## src/rtl/cpu_pkg.sv

```systemverilog
// Shared CPU definitions for the data-memory access stage: MemOP codes,
// access sizes, FSM state encodings, byte-enable patterns and op helpers.
package cpu_pkg;

  localparam logic [2:0] MEMOP_LB  = 3'b000;
  localparam logic [2:0] MEMOP_LH  = 3'b001;
  localparam logic [2:0] MEMOP_LW  = 3'b010;
  localparam logic [2:0] MEMOP_LBU = 3'b100;
  localparam logic [2:0] MEMOP_LHU = 3'b101;

  localparam logic [1:0] SIZE_B = 2'b00;
  localparam logic [1:0] SIZE_H = 2'b01;
  localparam logic [1:0] SIZE_W = 2'b10;

  localparam logic [1:0] ST_IDLE       = 2'd0;
  localparam logic [1:0] ST_REQ        = 2'd1;
  localparam logic [1:0] ST_WAIT_RDATA = 2'd2;
  localparam logic [1:0] ST_DONE       = 2'd3;

  localparam logic [3:0] BE_BYTE = 4'b0001;
  localparam logic [3:0] BE_HALF = 4'b0011;
  localparam logic [3:0] BE_WORD = 4'b1111;

  function automatic logic memop_legal(input logic [2:0] op);
    return (op == MEMOP_LB) || (op == MEMOP_LH) || (op == MEMOP_LW) ||
           (op == MEMOP_LBU) || (op == MEMOP_LHU);
  endfunction

  function automatic logic memop_misaligned(input logic [2:0] op, input logic [1:0] off);
    return ((op[1:0] == SIZE_H) && off[0]) || ((op[1:0] == SIZE_W) && (off != 2'b00));
  endfunction

endpackage

```

## src/rtl/mem_access_unit_if.sv

```systemverilog
// Data-SRAM request/grant/rvalid bus between the access unit (master) and memory (slave).
interface mem_access_unit_if #(parameter int ADDR_W = 32);
  logic              req;
  logic              we;
  logic [ADDR_W-1:0] addr;
  logic [3:0]        be;
  logic [31:0]       wdata;
  logic              gnt;
  logic              rvalid;
  logic [31:0]       rdata;

  modport master (output req, we, addr, be, wdata, input gnt, rvalid, rdata);
  modport slave  (input req, we, addr, be, wdata, output gnt, rvalid, rdata);
endinterface

```

## src/rtl/mem_access_unit_lane_align.sv

```systemverilog
// Byte-lane steering: store byte enables / replicated write data, and load
// lane extraction with sign or zero extension. Purely combinational.
module mem_lane_align
  import cpu_pkg::*;
(
  input  logic [2:0]  op,
  input  logic [1:0]  off,
  input  logic [31:0] wdata_in,
  input  logic [31:0] rdata,
  output logic [3:0]  be,
  output logic [31:0] wdata,
  output logic [31:0] load_data
);

  logic [7:0]  lane_b;
  logic [15:0] lane_h;

  // Half accesses only look at off[1]; words ignore the offset entirely.
  always_comb begin
    be        = BE_WORD;
    wdata     = wdata_in;
    load_data = rdata;
    lane_b    = rdata[{off, 3'b000} +: 8];
    lane_h    = rdata[{off[1], 4'b0000} +: 16];
    case (op[1:0])
      SIZE_B: begin
        be        = BE_BYTE << off;
        wdata     = {4{wdata_in[7:0]}};
        load_data = op[2] ? {24'b0, lane_b} : {{24{lane_b[7]}}, lane_b};
      end
      SIZE_H: begin
        be        = BE_HALF << {off[1], 1'b0};
        wdata     = {2{wdata_in[15:0]}};
        load_data = op[2] ? {16'b0, lane_h} : {{16{lane_h[15]}}, lane_h};
      end
      default: begin
        be        = BE_WORD;
        wdata     = wdata_in;
        load_data = rdata;
      end
    endcase
  end

endmodule

```

## src/rtl/mem_access_unit.sv

```systemverilog
// Multi-cycle data-memory access stage with bus timeout. Optional macro
// MEM_ACCESS_MISALIGN_EN adds a misalign output instead of forcing alignment.
module mem_access_unit
  import cpu_pkg::*;
#(
  parameter int TIMEOUT_CYCLES = 16,
  parameter int ADDR_W         = 32
)
(
  input  logic              clk,
  input  logic              rst,
  input  logic              req_valid,
  input  logic              MemWr,
  input  logic              MemtoReg,
  input  logic [2:0]        MemOP,
  input  logic [ADDR_W-1:0] addr,
  input  logic [31:0]       store_data,
  output logic              stall,
  output logic              done,
  output logic [31:0]       memory_out,
  output logic              bus_err,
`ifdef MEM_ACCESS_MISALIGN_EN
  output logic              misalign,
`endif
  mem_access_unit_if.master dmem
);

  localparam int CNT_W = $clog2(TIMEOUT_CYCLES + 1);

  logic [1:0]        state;
  logic [2:0]        op_q;
  logic [ADDR_W-1:0] addr_q;
  logic [31:0]       data_q;
  logic              we_q;
  logic              err_q;
  logic              mis_q;
  logic [CNT_W-1:0]  cnt;
  logic              new_access;
  logic              in_req;
  logic [3:0]        lane_be;
  logic [31:0]       lane_wdata;
  logic [31:0]       load_data;

  assign new_access = req_valid && (MemWr || MemtoReg);
  assign in_req     = (state == ST_REQ);
  assign stall      = in_req || (state == ST_WAIT_RDATA) || ((state == ST_IDLE) && new_access);
  assign done       = (state == ST_DONE);
  assign bus_err    = done && err_q;
`ifdef MEM_ACCESS_MISALIGN_EN
  assign misalign   = done && mis_q;
`endif

  mem_lane_align u_lane (
    .op        (op_q),
    .off       (addr_q[1:0]),
    .wdata_in  (data_q),
    .rdata     (dmem.rdata),
    .be        (lane_be),
    .wdata     (lane_wdata),
    .load_data (load_data)
  );

  // Bus outputs are only driven while a request is pending so reset clears them at once.
  assign dmem.req   = in_req;
  assign dmem.we    = in_req && we_q;
  assign dmem.addr  = in_req ? {addr_q[ADDR_W-1:2], 2'b00} : '0;
  assign dmem.be    = in_req ? lane_be : 4'b0000;
  assign dmem.wdata = in_req ? lane_wdata : 32'b0;

  always_ff @(posedge clk or negedge rst) begin
    if (!rst) begin
      state      <= ST_IDLE;
      op_q       <= 3'b000;
      addr_q     <= '0;
      data_q     <= 32'b0;
      we_q       <= 1'b0;
      err_q      <= 1'b0;
      mis_q      <= 1'b0;
      cnt        <= '0;
      memory_out <= 32'b0;
    end else begin
      case (state)
        ST_IDLE: begin
          if (new_access) begin
            op_q   <= MemOP;
            addr_q <= addr;
            data_q <= store_data;
            we_q   <= MemWr;
            err_q  <= 1'b0;
            mis_q  <= 1'b0;
            if (!memop_legal(MemOP)) begin
              memory_out <= 32'b0;
              state      <= ST_DONE;
`ifdef MEM_ACCESS_MISALIGN_EN
            end else if (memop_misaligned(MemOP, addr[1:0])) begin
              mis_q <= 1'b1;
              state <= ST_DONE;
`endif
            end else begin
              state <= ST_REQ;
            end
          end
        end
        ST_REQ: begin
          if (dmem.gnt) begin
            cnt   <= '0;
            state <= we_q ? ST_DONE : ST_WAIT_RDATA;
          end
        end
        // rvalid is checked first so data on the last allowed cycle beats the timeout.
        ST_WAIT_RDATA: begin
          if (dmem.rvalid) begin
            memory_out <= load_data;
            state      <= ST_DONE;
          end else if (cnt == CNT_W'(TIMEOUT_CYCLES - 1)) begin
            memory_out <= 32'b0;
            err_q      <= 1'b1;
            state      <= ST_DONE;
          end else begin
            cnt <= cnt + 1'b1;
          end
        end
        default: begin
          err_q <= 1'b0;
          mis_q <= 1'b0;
          state <= ST_IDLE;
        end
      endcase
    end
  end

endmodule

```

## src/flat_wrapper.sv

```systemverilog
// flat-port wrapper written by rule: the top's interface ports become plain ports
module mem_access_unit_flat import cpu_pkg::*;
#(
  parameter int TIMEOUT_CYCLES = 16,
  parameter int ADDR_W         = 32
)
  (clk, rst, req_valid, MemWr, MemtoReg, MemOP, addr, store_data, stall, done, memory_out, bus_err, dmem_req, dmem_we, dmem_addr, dmem_be, dmem_wdata, dmem_gnt, dmem_rvalid, dmem_rdata);
  mem_access_unit_if #(.ADDR_W(ADDR_W)) dmem_i ();
  input  logic clk;
  input  logic rst;
  input  logic req_valid;
  input  logic MemWr;
  input  logic MemtoReg;
  input  logic [2:0] MemOP;
  input  logic [ADDR_W-1:0] addr;
  input  logic [31:0] store_data;
  output logic stall;
  output logic done;
  output logic [31:0] memory_out;
  output logic bus_err;
  output wire logic [$bits(dmem_i.req)-1:0] dmem_req;
  output wire logic [$bits(dmem_i.we)-1:0] dmem_we;
  output wire logic [$bits(dmem_i.addr)-1:0] dmem_addr;
  output wire logic [$bits(dmem_i.be)-1:0] dmem_be;
  output wire logic [$bits(dmem_i.wdata)-1:0] dmem_wdata;
  input wire logic [$bits(dmem_i.gnt)-1:0] dmem_gnt;
  input wire logic [$bits(dmem_i.rvalid)-1:0] dmem_rvalid;
  input wire logic [$bits(dmem_i.rdata)-1:0] dmem_rdata;
  assign dmem_req = dmem_i.req;
  assign dmem_we = dmem_i.we;
  assign dmem_addr = dmem_i.addr;
  assign dmem_be = dmem_i.be;
  assign dmem_wdata = dmem_i.wdata;
  assign dmem_i.gnt = dmem_gnt;
  assign dmem_i.rvalid = dmem_rvalid;
  assign dmem_i.rdata = dmem_rdata;
  mem_access_unit #(.TIMEOUT_CYCLES(TIMEOUT_CYCLES), .ADDR_W(ADDR_W)) u_core (.clk(clk), .rst(rst), .req_valid(req_valid), .MemWr(MemWr), .MemtoReg(MemtoReg), .MemOP(MemOP), .addr(addr), .store_data(store_data), .stall(stall), .done(done), .memory_out(memory_out), .bus_err(bus_err), .dmem(dmem_i));
endmodule
```

## config.mk

```make
export PLATFORM = sky130hd
export DESIGN_NAME = mem_access_unit_flat
export DESIGN_NICKNAME = d
export VERILOG_FILES = /design/src/rtl/cpu_pkg.sv /design/src/rtl/mem_access_unit_if.sv /design/src/rtl/mem_access_unit_lane_align.sv /design/src/rtl/mem_access_unit.sv /design/src/flat_wrapper.sv
export SDC_FILE = /design/constraint.sdc
export NUM_CORES = 1
export LEC_CHECK = 0
export ABC_AREA = 1
export ABC_CLOCK_PERIOD_IN_PS = 3200
export CAP_MARGIN = 10
export CORE_ASPECT_RATIO = 0.5
export CORE_MARGIN = 2
export CORE_UTILIZATION = 25
export CTS_CLUSTER_DIAMETER = 80
export DETAILED_ROUTE_END_ITERATION = 12
export GPL_ROUTABILITY_DRIVEN = 0
export HOLD_SLACK_MARGIN = 0.05
export PLACE_DENSITY = 0.48
export SYNTH_ARGS = -nofsm -noshare
export SYNTH_HDL_FRONTEND = slang
export SYNTH_SLANG_ARGS = --single-unit
```

## constraint.sdc

```tcl
create_clock -name clk -period 3.2 [get_ports clk]
set_clock_uncertainty 0.05 [all_clocks]
set_input_delay 0.64 -clock clk [delete_from_list [all_inputs] [get_ports clk]]
set_output_delay 0.64 -clock clk [all_outputs]
set_load 0.05 [all_outputs]
```

==> metrics.cfg, run 1 <==
[global_route]
antenna_found_initial=0
grt_max_degree=137
gr-usage-met3=0.0318
grt_pass1_wl_um=30100
globalRoute.busiestLayer=met2
grt-ovfl-total=0
grt_use_total=0.158
first_global_vias=5429
grt_use_met1=0.203
grt.met2_usage=0.276

[timing]
relSlewSlack=0.581
tightest_slew_ns=0.628
max_clock_freq_mhz=330
setup-violations-final=0
fin_crit_sh=0.946
finalHoldViolations=0
timing.final.max_slew_violations=0
final.min_clock_period_ns=3.03
rsz0062_at_grt=no
totalNegativeSetupSlack_ns=0

[synthesis]
synthesis.area_um2=5690
synth.top_cell.area_share=0.475
syn_area_per_cell_um2=7.24
synth_edf_count=0
synth_largest_area_cell=dfrtp_1
synth_seq_cells=108
synth-async-reset-ratio=1.00
synth.top_cells.by_area=dfrtp_1 47%, nand2_1 15%, inv_1 8.0%
ys_warn_count=0
synth.most_common_cell=nand2_1
postSynth.topFlopCell=dfrtp_1
synth_common_cells=233 x nand2_1, 122 x inv_1, 108 x dfrtp_1
synth_seq_area_share=0.475
synthesis.instances=786
netlist-cell-type-count=32

[cts]
worst_skew_pair_latency_ns=0.35
number_of_buffers_inserted_for_hold_repair_after_clock_tree_synthesis=0
worst_setup_hold_path_clk_slew_ns=0.08
cts.sinks=108
root_buffer=clkbuf_16
cts_tree=done
post_cts_resized=0
cts_inserted_buffers=9
cts-htree-levels=3
cts_buffer_depth=2
cts_setup_buffers=0

[floorplanning]
die_height_um=111
rows=38
core_region_area_um2=22000
chipWidth_um=217
die-area_um2=24100
pin_count=211
initial_utilization=0.259

[routing]
finalWirelength_um=18600
drc=0
first_iter_violations=356
post_detailed_route_count_of_antenna_violating_nets=0
first_pass_iters=4
routed_wire_length_per_instance_um=14.5
route.detailed.vias_per_inst=4.26
route.vias.total=5464

[critical_path]
critical_path_arrival_ns=2.34
required_time_of_the_critical_path_ns=2.51
endpoint_kind=output port
critPathBufInv=4
path_cells=inv_1 > ha_2 > buf_12 > nand2_1 > inv_1 > clkdlybuf4s50_1
setup.reg_to_reg.worst_slack_ns=1.08
critical_path.top_delay_family=buffers and inverters
cpMaxStageDelayCell=clkdlybuf4s50_1
worst_r2r_startpoint=u_core.state[1]$_DFFE_PN0P_
critical_path.reg2reg.endpoint=u_core.cnt[3]$_DFFE_PN0P_
worstPathMaxFanout=53
critPathMaxStageDelay_ns=0.79
timing.setup.critical_path_class=reg2out
register_to_register_path_depth=9
cpMostUsedCell=inv_1
critical_path.startpoint_type=flip-flop

[outcome]
status=finished clean

[placement]
hpwlAfterDp_um=13600
dpl_cell_area_um2=7990
place.port_buffers=208

[finish]
fin_area_um2=8310
fraction_of_layout_instances_using_a_drive_strength_above_1=0.104
layout.nets=1089
fill_cells=2352
insertedDiodeCount=0
layout-area-overhead-vs-synth_pct=45.9

[hold_path]
hold_crit_path_type=in2async

[power]
vdd_ir_drop_max_uv=329
power_density_nw_per_um2=1000
power_leakage_nw=4.34

[job]
max_cap_violations=0

sequential cells by signal, indices dropped and copies added, names as in the netlist:
name               cells
u_core.cnt             5
u_core.data_q         32
u_core.memory_out     32
u_core.err_q           1
u_core.we_q            1
u_core.op_q            3
u_core.state           2
u_core.addr_q         32
power by group:
group	leakage [nW]	switching, mW	internal (mW)
Clock	0.152	0.551	0.653
Sequential	1.38	0.410	1.94
Combinational	2.80	3.24	1.54
Total	4.34	4.20	4.14
final cells by class:
| cell class | count | area (um^2) | share of cell area |
|---|---|---|---|
| Clock buffer | 11 | 253 | 0.0304 |
| Clock inverter | 5 | 60.1 | 0.00723 |
| Inverter | 127 | 477 | 0.0574 |
| Multi-Input combinational cell | 515 | 2320 | 0.279 |
| Tap cell | 300 | 375 | 0.0452 |
| Sequential cell | 108 | 2700 | 0.326 |
| Timing Repair Buffer | 216 | 2120 | 0.255 |
routing by layer:
metal  part of all wire  routed length [um]
met1               0.45                8280
met2               0.50                9300
met3              0.044                 811
met4              0.011                 202
met5                  0                   0
worst max path at each step:
| stage | end | from | cells after the start | slack, ns |
|---|---|---|---|---|
| global placement | dmem_be[1] | u_core.op_q[1]$_DFFE_PN0P_ | 5 | 0.50 |
| global route | dmem_addr[25] | u_core.state[1]$_DFFE_PN0P_ | 6 | 0.03 |
| detailed placement | dmem_be[1] | u_core.op_q[1]$_DFFE_PN0P_ | 5 | 0.50 |
| finish | dmem_addr[23] | u_core.state[1]$_DFFE_PN0P_ | 6 | 0.17 |
| floorplan | dmem_be[1] | u_core.state[1]$_DFFE_PN0P_ | 4 | 0.12 |
| CTS | dmem_be[1] | u_core.op_q[1]$_DFFE_PN0P_ | 5 | 0.10 |
worst register-to-register path: stages, from the launching register on:
cell,delay [ns]
dfrtp_1,0.41
inv_1,0.10
ha_2,0.26
buf_12,0.25
inv_1,0.17
or2_2,0.34
nand2_1,0.17
nor2_1,0.07
o21ai_0,0.14
a21oi_1,0.05
logic make-up (layout without fill, tap and decap cells):
logic type                 after synthesis  in the layout  share of synthesized area
DFF                                    108            108                      0.475
buffers and inverters                  164            359                      0.120
adders and majority gates                6              6                     0.0132
AOI/OAI and AO/OA                      130            130                      0.125
other                                    1              2                   0.000659
and+or+nand+nor                        377            377                      0.266
metrics by stage:
stage	worst slack (ns)	instances	hold slack [ns]	utilization	power (mW)
after floorplan	0.123	787	0.294	-	5.57
after global placement	0.503	1266	0.402	0.363	7.18
after detailed placement	0.497	1266	0.402	0.363	7.22
after CTS	0.101	1282	0.255	0.377	8.46
after global routing	0.0303	1282	0.289	0.377	8.96
final	0.174	1282	0.235	0.377	8.33
placed cells by master (no fill, tap or decap), types with 2 or more instances in the layout:
cell type and count:
nand3_1 23, nor3_1 3, nor2_2 3, inv_2 5
clkbuf_16 9, o21ai_1 25, ha_1 5, a21oi_1 3
nand2_1 233, or2_0 3, clkbuf_8 2, clkdlybuf4s50_1 160
o22ai_1 16, o21ai_0 73, nor2_1 100, a21oi_2 5
dfrtp_1 107, or2_2 5, buf_4 48, buf_12 8
conb_1 2, clkinv_4 2, inv_1 122, o21ai_2 5
a31oi_1 2
Note: power is estimated with default switching activity, not from simulation.
==> run 2, diff against run 1 <==
--- a/config.mk
+++ b/config.mk
@@ -14,8 +14,9 @@
 export CTS_CLUSTER_DIAMETER = 80
 export DETAILED_ROUTE_END_ITERATION = 12
 export GPL_ROUTABILITY_DRIVEN = 0
+export GPL_TIMING_DRIVEN = 1
 export HOLD_SLACK_MARGIN = 0.05
-export PLACE_DENSITY = 0.48
+export PLACE_DENSITY_LB_ADDON = 0.15
 export SYNTH_ARGS = -nofsm -noshare
 export SYNTH_HDL_FRONTEND = slang
 export SYNTH_SLANG_ARGS = --single-unit
==> run 2 against run 1 <==
Against the previous run: critical path depth down 1; clock power down 6%; sequential power about the same; non-clock buffer count up 1; first-iteration DRC count down 39%; count of clock-buffer cells in the layout up 1; global-route usage down 0.27 points; register-to-register slack better by 0.03 ns; setup slack better by 0.16 ns; routed wire length down 0.82%; worst hold slack better by 0.045 ns; total power down 1.0%; critical path type unchanged.
==> metrics.cfg, run 2 (synthesis gave the netlist of run 1 again) <==
[hold_path]
hold_crit_path_type=in2async

[power]
vdd_ir_drop_max_uv=394  ; +20%
power_leakage_nw=4.35  ; +0.31%
power_density_nw_per_um2=1000  ; -0.32%
post-layout-total-power_mw=8.25  ; -1.0%

[cts]
number_of_buffers_inserted_for_hold_repair_after_clock_tree_synthesis=0  ; unchanged
cts_buffer_depth=2  ; unchanged
worst_skew_pair_latency_ns=0.35  ; about the same
cts-htree-levels=3  ; unchanged
worst_setup_hold_path_clk_slew_ns=0.07  ; about the same
cts_setup_buffers=0  ; unchanged
cts_tree=done
cts_inserted_buffers=9  ; unchanged
root_buffer=clkbuf_16
cts.sinks=108  ; unchanged
post_cts_resized=0  ; unchanged

[global_route]
grt_max_degree=137  ; unchanged
antenna_found_initial=0  ; unchanged
grt_pass1_wl_um=29200  ; -2.8%
grt-ovfl-total=0  ; unchanged
first_global_vias=5288  ; -2.6%
grt_use_total=0.156  ; -0.00274

[critical_path]
worstPathMaxFanout=18  ; -66%
critPathMaxStageDelay_ns=0.64  ; -0.15 ns
critical_path.top_delay_family=flip-flops
required_time_of_the_critical_path_ns=2.51  ; about the same
critical_path_arrival_ns=2.17  ; -0.17 ns
critPathBufInv=3  ; -1
timing.setup.critical_path_class=reg2out
cpMostUsedCell=inv_2
cpMaxStageDelayCell=dfrtp_1
critical_path.startpoint_type=flip-flop
endpoint_kind=output port
path_cells=inv_2 > nand2_2 > inv_2 > nor3_1 > buf_12

[finish]
fraction_of_layout_instances_using_a_drive_strength_above_1=0.116  ; +0.0121
final_cell_mix=233 x nand2_1, 145 x clkdlybuf4s50_1, 122 x inv_1
layout.nets=1090  ; +0.092%
final_core_utilization=0.375  ; -0.00273
reg_top3=u_core.addr_q: 32 flops, u_core.data_q: 32 flops, u_core.memory_out: 32 flops
mostFrequentLayoutCell=nand2_1
insertedDiodeCount=0  ; unchanged
layout-area-overhead-vs-synth_pct=44.8
fill_cells=2333  ; -0.81%

[routing]
route.detailed.vias_per_inst=4.25  ; -0.17%
drc=0  ; unchanged
finalWirelength_um=18400  ; -0.82%
routed_wire_length_per_instance_um=14.4  ; -0.89%
route.vias.total=5459  ; -0.092%
post_detailed_route_count_of_antenna_violating_nets=0  ; unchanged
first_iter_violations=216  ; -39%
first_pass_iters=4  ; unchanged

[floorplanning]
rows=38  ; unchanged
initial_utilization=0.259  ; unchanged
die-area_um2=24100  ; unchanged
core_region_area_um2=22000  ; unchanged
die_height_um=111  ; unchanged
chipWidth_um=217  ; unchanged
pin_count=211  ; unchanged

[timing]
tightest_slew_ns=0.697  ; +0.0690 ns
rsz0062_at_grt=no
relSlewSlack=0.535  ; -0.0460
fin_crit_sh=0.895  ; -0.0505
totalNegativeSetupSlack_ns=0  ; unchanged
final.min_clock_period_ns=2.86  ; -0.162 ns
timing.final.max_slew_violations=0  ; unchanged
finalHoldViolations=0  ; unchanged
max_clock_freq_mhz=349  ; +5.6%
whs_ns=0.279  ; +0.0446 ns
setup-violations-final=0  ; unchanged

[placement]
hpwlAfterDp_um=13600  ; +0.48%
place.port_buffers=208  ; unchanged

[job]
max_cap_violations=0  ; unchanged

[outcome]
status=finished clean

run 2: changes by cell type in the layout (fill, tap and decap cells not counted), moves of 2 or more:
cell and delta:
clkbuf_1 +3, clkinv_4 -2, clkdlybuf4s50_1 -15, buf_4 +17, clkbuf_8 -2
run 2: layout make-up:
type	count	area, um^2	share of cell area
sequential	108	2700	0.328
multi-input combinational	515	2330	0.282
timing repair buffer	217	2080	0.252
inverter	127	477	0.0578
tap	300	375	0.0455
clock buffer	12	236	0.0287
clock inverter	4	50.0	0.00607
run 2: final timing paths:
path,slack (ns),cells past startpoint,endpoint,startpoint
min reg2reg,0.42,1,u_core.cnt[3]$_DFFE_PN0P_,u_core.cnt[3]$_DFFE_PN0P_
max,0.34,5,dmem_be[0],u_core.op_q[1]$_DFFE_PN0P_
min in group clk,0.42,1,u_core.cnt[3]$_DFFE_PN0P_,u_core.cnt[3]$_DFFE_PN0P_
min,0.28,1,u_core.addr_q[17]$_DFFE_PN0P_,rst
max in group asynchronous,2.06,2,u_core.memory_out[30]$_DFFE_PN0P_,rst
max reg2reg,1.11,9,u_core.memory_out[21]$_DFFE_PN0P_,u_core.state[1]$_DFFE_PN0P_
run 2: metrics by stage:
| step | instances | setup slack, ns | cell area, um^2 |
|---|---|---|---|
| 6_report | 1283 | 0.336 | 8250 |
| 3_5_place_dp | 1267 | 0.515 | 7950 |
| 3_3_place_gp | 1267 | 0.581 | 7950 |
| 5_1_grt | 1283 | 0.148 | 8250 |
| 2_1_floorplan | 787 | 0.123 | 5700 |
| 4_1_cts | 1283 | 0.114 | 8240 |
run 2: where the power goes:
part	internal, mW	leakage (nW)	switching [mW]
combinational	1.51	2.83	3.23
clock	0.608	0.133	0.518
sequential	1.94	1.38	0.437
total	4.06	4.35	4.19
run 2: per-layer routing:
| metal | track usage | vias to the layer above | wire (um) |
|---|---|---|---|
| met1 | 0.199 | 2538 | 8270 |
| met3 | 0.0370 | 18 | 886 |
| met5 | 0 | - | 0 |
| li1 | - | 2786 | - |
| met4 | 0.0406 | 0 | 313 |
| met2 | 0.263 | 117 | 8970 |
run 2: worst reg2reg max path, stage by stage (launching register included):
cell and delay, ns:
dfrtp_1 0.41, inv_1 0.13, ha_1 0.24, nand2_1 0.10, o21ai_2 0.18, nand4_2 0.35
buf_4 0.34, nor2_1 0.10, nand2_1 0.06, nand2_1 0.07
==> run 3, diff against run 2 <==
--- a/config.mk
+++ b/config.mk
@@ -11,12 +11,12 @@
 export CORE_ASPECT_RATIO = 0.5
 export CORE_MARGIN = 2
 export CORE_UTILIZATION = 25
-export CTS_CLUSTER_DIAMETER = 80
+export CTS_CLUSTER_DIAMETER = 150
 export DETAILED_ROUTE_END_ITERATION = 12
 export GPL_ROUTABILITY_DRIVEN = 0
 export GPL_TIMING_DRIVEN = 1
 export HOLD_SLACK_MARGIN = 0.05
-export PLACE_DENSITY_LB_ADDON = 0.15
+export PLACE_DENSITY = 0.56
 export SYNTH_ARGS = -nofsm -noshare
 export SYNTH_HDL_FRONTEND = slang
 export SYNTH_SLANG_ARGS = --single-unit
==> run 3 against run 2 <==
Against the previous run: via count rose by 0.95%; count of clock-buffer cells in the layout decreased by 2; routed wire length down 2.3%; flip-flop and latch count is the same; non-clock buffer count up 1; largest cell class unchanged.
==> metrics.cfg, run 3 (synthesis gave the netlist of run 1 again) <==
[critical_path]
required_time_of_the_critical_path_ns=2.51  ; about the same
register_to_register_path_depth=9  ; unchanged
worstPathMaxFanout=58  ; +40
critPathMaxStageDelay_ns=0.81  ; +0.17 ns
crit_path_end=dmem_wdata[1]
startpoint=u_core.state[1]$_DFFE_PN0P_
path_cells=inv_1 > ha_2 > buf_12 > nand2_1 > inv_1 > clkdlybuf4s50_1
cpMostUsedCell=inv_1
worst_r2r_startpoint=u_core.state[1]$_DFFE_PN0P_
setup.reg_to_reg.worst_slack_ns=1.08  ; -0.03 ns
cpMaxStageDelayCell=clkdlybuf4s50_1
critical_path.startpoint_type=flip-flop
endpoint_kind=output port
timing.setup.critical_path_class=reg2out
critical_path_arrival_ns=2.31  ; +0.14 ns
critical_path.reg2reg.endpoint=u_core.cnt[3]$_DFFE_PN0P_

[timing]
fin_crit_sh=0.939  ; +0.0439
whs_ns=0.208  ; -0.0714 ns
totalNegativeSetupSlack_ns=0  ; unchanged
max_clock_freq_mhz=333  ; -4.7%
final.min_clock_period_ns=3.00  ; +0.141 ns
final_setup_margin_ns=0.195  ; -0.141 ns
timing.final.max_slew_violations=0  ; unchanged
relSlewSlack=0.545  ; +0.00971
setup-violations-final=0  ; unchanged
finalHoldViolations=0  ; unchanged
tightest_slew_ns=0.683  ; -0.0146 ns
rsz0062_at_grt=no

[finish]
fill_cells=2349  ; +0.69%
final_cell_mix=233 x nand2_1, 178 x clkdlybuf4s50_1, 122 x inv_1
register_area_um2=2700  ; unchanged
multiInputGateArea_um2=2320  ; -0.43%
fraction_of_layout_instances_using_a_drive_strength_above_1=0.0864  ; -0.0296
mostFrequentLayoutCell=nand2_1
layout-area-overhead-vs-synth_pct=45.8
reg_top3=u_core.addr_q: 32 flops, u_core.data_q: 32 flops, u_core.memory_out: 32 flops
insertedDiodeCount=0  ; unchanged
layout.nets=1091  ; +0.092%

[power]
pwr-share-clk=0.136  ; about the same
p_switching_mw=4.19  ; +0.11%
power.sequential.fraction=0.288  ; about the same
vdd_ir_drop_max_uv=433  ; +10%
power.internal_mw=4.02  ; -0.92%
power_leakage_nw=4.29  ; -1.3%
power_density_nw_per_um2=989  ; -1.1%
post-layout-total-power_mw=8.21  ; -0.40%
share_of_power_burned_in_combinational_logic=0.575  ; about the same
switching_share=0.510  ; +0.00257

[routing]
finalWirelength_um=18000  ; -2.3%
first_pass_iters=6  ; +2
post_detailed_route_count_of_antenna_violating_nets=0  ; unchanged
route.vias.total=5511  ; +0.95%
drc=0  ; unchanged
first_iter_violations=278  ; +29%
route.detailed.vias_per_inst=4.29  ; +0.87%
routed_wire_length_per_instance_um=14.0  ; -2.3%

[cts]
cts_tree=done
root_buffer=clkbuf_16
cts-htree-levels=3  ; unchanged
post_cts_resized=0  ; unchanged
cts_buffer_depth=2  ; unchanged
worst_skew_pair_latency_ns=0.36  ; about the same
number_of_buffers_inserted_for_hold_repair_after_clock_tree_synthesis=0  ; unchanged
cts.sinks=108  ; unchanged
cts_setup_buffers=0  ; unchanged
worst_setup_hold_path_clk_slew_ns=0.08  ; about the same
cts_inserted_buffers=9  ; unchanged

[global_route]
first_global_vias=5409  ; +2.3%
grt-ovfl-total=0  ; unchanged
antenna_found_initial=0  ; unchanged
grt_max_degree=137  ; unchanged
grt_pass1_wl_um=28900  ; -1.2%
grt_use_total=0.153  ; -0.00291

[floorplanning]
rows=38  ; unchanged
initial_utilization=0.259  ; unchanged
die-area_um2=24100  ; unchanged
die_height_um=111  ; unchanged
chipWidth_um=217  ; unchanged
core_region_area_um2=22000  ; unchanged
pin_count=211  ; unchanged

[hold_path]
hold_crit_path_type=in2async

[job]
max_cap_violations=0  ; unchanged

[placement]
dp_slack_ns=0.560  ; +0.0454 ns
place.port_buffers=208  ; unchanged
hpwlAfterDp_um=13200  ; -3.2%

[outcome]
status=finished clean

[run 3: per-layer routing]
metal / GRT usage / wire, um / vias up
li1: - / - / 2788
met1: 0.190 / 8020 / 2596
met2: 0.263 / 8930 / 112
met3: 0.0428 / 897 / 15
met4: 0.0347 / 182 / 0
met5: 0 / 0 / -
[run 3: critical path: cells and delay by family, from the launching register on]
kind	cells	cell delay, ns
and+or+nand+nor	1	0.08
DFF	1	0.41
adders and majority gates	1	0.21
buffers and inverters	4	1.24
[run 3: layout make-up]
type / instances / share of cell area
clock inverters: 6 / 0.00573
well taps: 300 / 0.0452
multi-input cells: 515 / 0.279
repair buffers: 218 / 0.258
inverters: 127 / 0.0574
clock buffers: 10 / 0.0288
flip-flops and latches: 108 / 0.326
[run 3: worst min path at each step]
stage / start / end / slack [ns] / cells after the start
after floorplan: rst / u_core.addr_q[0]$_DFFE_PN0P_ / 0.29 / 0
after global placement: u_core.cnt[3]$_DFFE_PN0P_ / u_core.cnt[3]$_DFFE_PN0P_ / 0.40 / 1
after detailed placement: u_core.cnt[3]$_DFFE_PN0P_ / u_core.cnt[3]$_DFFE_PN0P_ / 0.41 / 1
after CTS: rst / u_core.memory_out[31]$_DFFE_PN0P_ / 0.21 / 1
after global routing: rst / u_core.memory_out[1]$_DFFE_PN0P_ / 0.24 / 1
final: rst / u_core.memory_out[14]$_DFFE_PN0P_ / 0.21 / 1
[run 3: through the flow]
step	cells	instance area, um^2	utilization
final	1284	8300	0.377
after global routing	1284	8300	0.377
after CTS	1284	8300	0.377
after floorplan	787	5700	-
after global placement	1268	8020	0.364
after detailed placement	1268	8020	0.364
[run 3: power by group through the flow]
stage                     clock (mW)  combinational [mW]  sequential, mW
after global placement             0                4.74            2.38
after detailed placement           0                4.78            2.39
after global routing            1.21                5.13            2.45
final                           1.12                4.73            2.37
after floorplan                    0                2.85            2.72
after CTS                       1.16                4.79            2.37
